## src/rtl/mssd_frame_arbiter.sv

```systemverilog
// Round-robin transmit scheduler for four requesters feeding one MSSD serial line.
// Frames are start bit, 2-bit port address, 4-bit length, then len payload bits MSB first.
module mssd_frame_arbiter (
    input  logic        clock,
    input  logic        reset,
    input  logic        clkEN,
    input  logic [3:0]  req,
    input  logic [3:0]  len0,
    input  logic [3:0]  len1,
    input  logic [3:0]  len2,
    input  logic [3:0]  len3,
    input  logic [14:0] data0,
    input  logic [14:0] data1,
    input  logic [14:0] data2,
    input  logic [14:0] data3,
    output logic [3:0]  gnt,
    output logic        SerOut,
    output logic        SerOutValid,
    output logic        busy,
    output logic        done
);

    typedef enum logic [2:0] {StIdle, StStart, StAddr, StLen, StData} state_e;

    state_e      state_q, state_d;
    logic [1:0]  ptr_q, ptr_d;
    logic [1:0]  addr_q, addr_d;
    logic [3:0]  len_q, len_d;
    logic [14:0] data_q, data_d;
    logic [3:0]  cnt_q, cnt_d;
    logic        ser_q, ser_d;
    logic        valid_q, valid_d;
    logic        busy_q, busy_d;
    logic        done_q, done_d;
    logic [3:0]  gnt_q, gnt_d;

    logic        found;
    logic [1:0]  win;
    logic [3:0]  win_len;
    logic [14:0] win_data;
    logic [3:0]  cnt_m1;
    logic [3:0]  len_m1;

    // Search upward from ptr, wrapping modulo 4; first asserted request wins.
    always_comb begin
        found = 1'b0;
        win   = ptr_q;
        for (int i = 0; i < 4; i++) begin
            if (!found && req[ptr_q + 2'(i)]) begin
                found = 1'b1;
                win   = ptr_q + 2'(i);
            end
        end
    end

    always_comb begin
        win_len  = len0;
        win_data = data0;
        case (win)
            2'd0: begin win_len = len0; win_data = data0; end
            2'd1: begin win_len = len1; win_data = data1; end
            2'd2: begin win_len = len2; win_data = data2; end
            default: begin win_len = len3; win_data = data3; end
        endcase
    end

    assign cnt_m1 = cnt_q - 4'd1;
    assign len_m1 = len_q - 4'd1;

    always_comb begin
        state_d = state_q;
        ptr_d   = ptr_q;
        addr_d  = addr_q;
        len_d   = len_q;
        data_d  = data_q;
        cnt_d   = cnt_q;
        ser_d   = ser_q;
        valid_d = valid_q;
        busy_d  = busy_q;
        done_d  = 1'b0;
        gnt_d   = 4'b0000;
        if (clkEN) begin
            case (state_q)
                StIdle: begin
                    if (found) begin
                        gnt_d   = 4'b0001 << win;
                        addr_d  = win;
                        len_d   = win_len;
                        data_d  = win_data;
                        ptr_d   = win + 2'd1;
                        ser_d   = 1'b0;
                        busy_d  = 1'b1;
                        state_d = StStart;
                    end
                end
                StStart: begin
                    ser_d   = addr_q[1];
                    cnt_d   = 4'd1;
                    state_d = StAddr;
                end
                StAddr: begin
                    ser_d   = addr_q[0];
                    cnt_d   = 4'd4;
                    state_d = StLen;
                end
                StLen: begin
                    // cnt counts remaining length bits; at 0 the field is fully on the line.
                    if (cnt_q != 4'd0) begin
                        ser_d = len_q[cnt_m1[1:0]];
                        cnt_d = cnt_m1;
                    end else if (len_q != 4'd0) begin
                        ser_d   = data_q[len_m1];
                        cnt_d   = len_m1;
                        valid_d = 1'b1;
                        state_d = StData;
                    end else begin
                        ser_d   = 1'b1;
                        done_d  = 1'b1;
                        busy_d  = 1'b0;
                        state_d = StIdle;
                    end
                end
                StData: begin
                    if (cnt_q != 4'd0) begin
                        ser_d = data_q[cnt_m1];
                        cnt_d = cnt_m1;
                    end else begin
                        ser_d   = 1'b1;
                        valid_d = 1'b0;
                        done_d  = 1'b1;
                        busy_d  = 1'b0;
                        state_d = StIdle;
                    end
                end
                default: state_d = StIdle;
            endcase
        end
    end

    always_ff @(posedge clock) begin
        if (reset) begin
            state_q <= StIdle;
            ptr_q   <= 2'd0;
            addr_q  <= 2'd0;
            len_q   <= 4'd0;
            data_q  <= 15'd0;
            cnt_q   <= 4'd0;
            ser_q   <= 1'b1;
            valid_q <= 1'b0;
            busy_q  <= 1'b0;
            done_q  <= 1'b0;
            gnt_q   <= 4'b0000;
        end else begin
            state_q <= state_d;
            ptr_q   <= ptr_d;
            addr_q  <= addr_d;
            len_q   <= len_d;
            data_q  <= data_d;
            cnt_q   <= cnt_d;
            ser_q   <= ser_d;
            valid_q <= valid_d;
            busy_q  <= busy_d;
            done_q  <= done_d;
            gnt_q   <= gnt_d;
        end
    end

    assign gnt         = gnt_q;
    assign SerOut      = ser_q;
    assign SerOutValid = valid_q;
    assign busy        = busy_q;
    assign done        = done_q;

endmodule
```

## config.mk

```make
export PLATFORM = sky130hd
export DESIGN_NAME = mssd_frame_arbiter
export DESIGN_NICKNAME = d
export VERILOG_FILES = /design/src/rtl/mssd_frame_arbiter.sv
export SDC_FILE = /design/constraint.sdc
export NUM_CORES = 1
export LEC_CHECK = 0
export CAP_MARGIN = 40
export CELL_PAD_IN_SITES_DETAIL_PLACEMENT = 1
export CELL_PAD_IN_SITES_GLOBAL_PLACEMENT = 1
export CORE_ASPECT_RATIO = 0.6
export CORE_UTILIZATION = 35
export CTS_CLUSTER_DIAMETER = 30
export DETAILED_ROUTE_END_ITERATION = 6
export PLACE_DENSITY_LB_ADDON = 0.15
export SLEW_MARGIN = 20
export SYNTH_ARGS = -nofsm -noshare
export SYNTH_HDL_FRONTEND = slang
export SYNTH_SLANG_ARGS = --single-unit
```

## constraint.sdc

```tcl
create_clock -name clock -period 4.8 [get_ports clock]
set_clock_uncertainty 0.05 [all_clocks]
set_input_delay 0.72 -clock clock [delete_from_list [all_inputs] [get_ports clock]]
set_output_delay 0.72 -clock clock [all_outputs]
set_load 0.02 [all_outputs]
```

==> results.toml <==
[logic_synthesis]
synth_edf_count = 0
synth-seq-cells = 38
yosysSeqAreaShare_pct = 29.8
synth_cells = 324
synth-main-ff-cell = "dfxtp_1"
async_flop_share_pct = 0
synth_nets = 414
syn-cell-area_um2 = 2550
ys_types = 53
synth_warnings = 0
syn_area_per_cell_um2 = 7.89

[sta]
rsz0062_at_grt = "false"
timing.final.ws_setup_ns = 1.20
drv_slew = 0
worst_pin_slew_ns = 0.848
hold_violations = 0
period_needed_ns = 3.60
setup_viol = 0
timing.slew.headroom_pct = 43.5
holdWs_ns = 0.418
fmax_mhz = 278
fin_setup_tns_ns = 0
finalCritPeriodShare_pct = 75.0

[route]
avgRoutedWirePerCell_um = 17.2
drt_iter0_drc = 193
drt_wl_total_mm = 8.35
ant_nets = 0
drc = 4
viasPerCell = 5.72
num_vias = 2782
dr.pass1.iters = 7

[critical_path]
path_max_fanout = 19
cp_slowest_stage_delay_ns = 0.73
crit_path_start_kind = "input pin"
rrSetupSlack_ns = 1.82
worstPathRequired_ns = 4.90
worst_path_most_repeated_cell = "o21ai_0"
arrival_ns = 3.70
end_kind = "register"
crit_chain = "clkdlybuf4s50_1 > nand2b_1 > o21ai_0 > a221oi_1 > inv_1 > ha_1 > a222oi_1 > o21ai_0 > nand2_1 > a21oi_1"
cp_top_family = "compound AO/OA/AOI/OAI gates"
critPathKind = "in -> reg"
crit_slowest_cell = "a221oi_1"
path_buf_inv = 2

[finish]
nFillCells = 827
fin_util_pct = 53.1
diodes = 0
areaGrowthSynthToFinish_pct = 42.3
nets = 488
final_layout_size_suffix_gt1_share_pct = 8.02

[die]
floorplan.initialDensity_pct = 37.3
die_w_um = 112
die_h_um = 68.2
rows = 23
die_area_um2 = 7660
core_um2 = 6850
io_pins = 91

[clock_tree]
tritoncts = "built"
clock_tree.root_cell = "clkbuf_16"
cts.sinks = 38
cts.clk_slew.worst_paths_ns = 0.06
htreeDepth = 2
cts_resized = 0
postCtsHoldBufs = 0
clk-insertion-delay-late_ns = 0.28
cts_buffer_depth = 2
postCtsSetupBuffers = 0
numCtsBuffers = 5

[power_and_ir_drop]
ir_worst_vdd_mv = 0.149
power_density_nw_per_um2 = 288
leakage_nw = 1.24

[placement]
io_buffers = 90
dp_slack_ns = 0.973
dpl.hpwl_mm = 6.33
gp_congestion = 0.895

[global_route]
grt_pass1_vias = 2771
grt_overflow = 0
track_usage_pct = 22.8
antenna_found_initial = 0
grt_pass1_wl_mm = 13.7
grt_max_degree = 39

[hold_path]
holdCritPathClass = "reg -> reg"

[job]
cap_violations = 0

[status]
violations = "design-rule violations"
status = "complete, but fails checks"
## cells in the mapped netlist, types with 3 or more instances
master / count / share of area [%]
mux4_2: 7 / 6.2
o21ai_0: 23 / 4.5
o21a_1: 3 / 0.88
clkbuf_1: 20 / 2.9
a211oi_1: 5 / 1.5
nor2_1: 13 / 1.9
nor3_1: 3 / 0.59
buf_1: 3 / 0.44
nand2_1: 72 / 11
dfxtp_1: 38 / 30
a21oi_1: 35 / 6.9
ha_1: 7 / 3.4
a222oi_1: 19 / 7.4
o22ai_1: 8 / 2.0
mux2i_1: 8 / 3.1
nor3b_1: 3 / 0.88
inv_1: 11 / 1.6
o211ai_1: 3 / 0.88
## flip-flops by register name, indices dropped and copies added, names as in the netlist
| register | flops |
|---|---|
| data_q | 15 |
| addr_q | 2 |
| ptr_q | 2 |
| cnt_q | 4 |
| done | 1 |
| gnt | 4 |
| busy | 1 |
| SerOut | 1 |
| SerOutValid | 1 |
| state_q | 3 |
| len_q | 4 |
## where the power goes
part | internal (mW) | switching (mW)
clock | 0.205 | 0.128
sequential | 0.341 | 0.0304
combinational | 0.170 | 0.173
## stage by stage
stage          cells  instance area, µm²  total power [mW]
4_1_cts          485                3620              1.05
2_1_floorplan    324                2550             0.580
6_report         486                3630              1.05
3_3_place_gp     477                3470             0.704
5_1_grt          486                3630              1.11
3_5_place_dp     477                3470             0.713
## kinds of logic after synthesis
group                    share of synthesized area, %
multiplexers                                     10.2
adder cells (fa/ha/maj)                          3.43
XOR/XNOR                                         1.67
buffers and inverters                            6.41
AND/OR/NAND/NOR                                  20.2
AO/OA/AOI/OAI                                    28.4
flip-flops                                       29.8
## worst paths after layout
| check | from | end | cells after the start |
|---|---|---|---|
| worst min register to register | SerOutValid | SerOutValid | 1 |
| worst max register to register | ptr_q[1] | data_q[14] | 9 |
| worst max-delay path | req[3] | data_q[14] | 10 |
| worst min-delay path | SerOutValid | SerOutValid | 1 |
## metal layers
layer,GRT usage [%],up-vias,part of all wire (%)
li1,-,1343,-
met1,31.1,1343,50
met2,37.7,86,44
met3,5.14,10,4.9
met4,4.17,0,0.92
met5,0,-,0
## cell usage in the layout (no fill, tap or decap), drive strengths merged, types with 4 or more instances in the layout
cell	n
clkdlybuf4s50	90
nand2	72
dfxtp	38
a21oi	35
o21ai	23
a222oi	19
nor2	15
inv	11
o22ai	8
mux2i	8
mux4	7
ha	7
clkbuf	6
a211oi	5
nor3b	4
buf	4
## area by class of cell
class / count / area [µm²] / share of cell area (%)
Multi-Input combinational cell: 247 / 1630 / 44.9
Timing Repair Buffer: 94 / 938 / 25.8
Sequential cell: 38 / 761 / 20.9
Clock buffer: 6 / 139 / 3.82
Tap cell: 87 / 109 / 2.99
Inverter: 12 / 45.0 / 1.24
Clock inverter: 2 / 12.5 / 0.344
No activity file was read; power rests on OpenSTA's default activity.
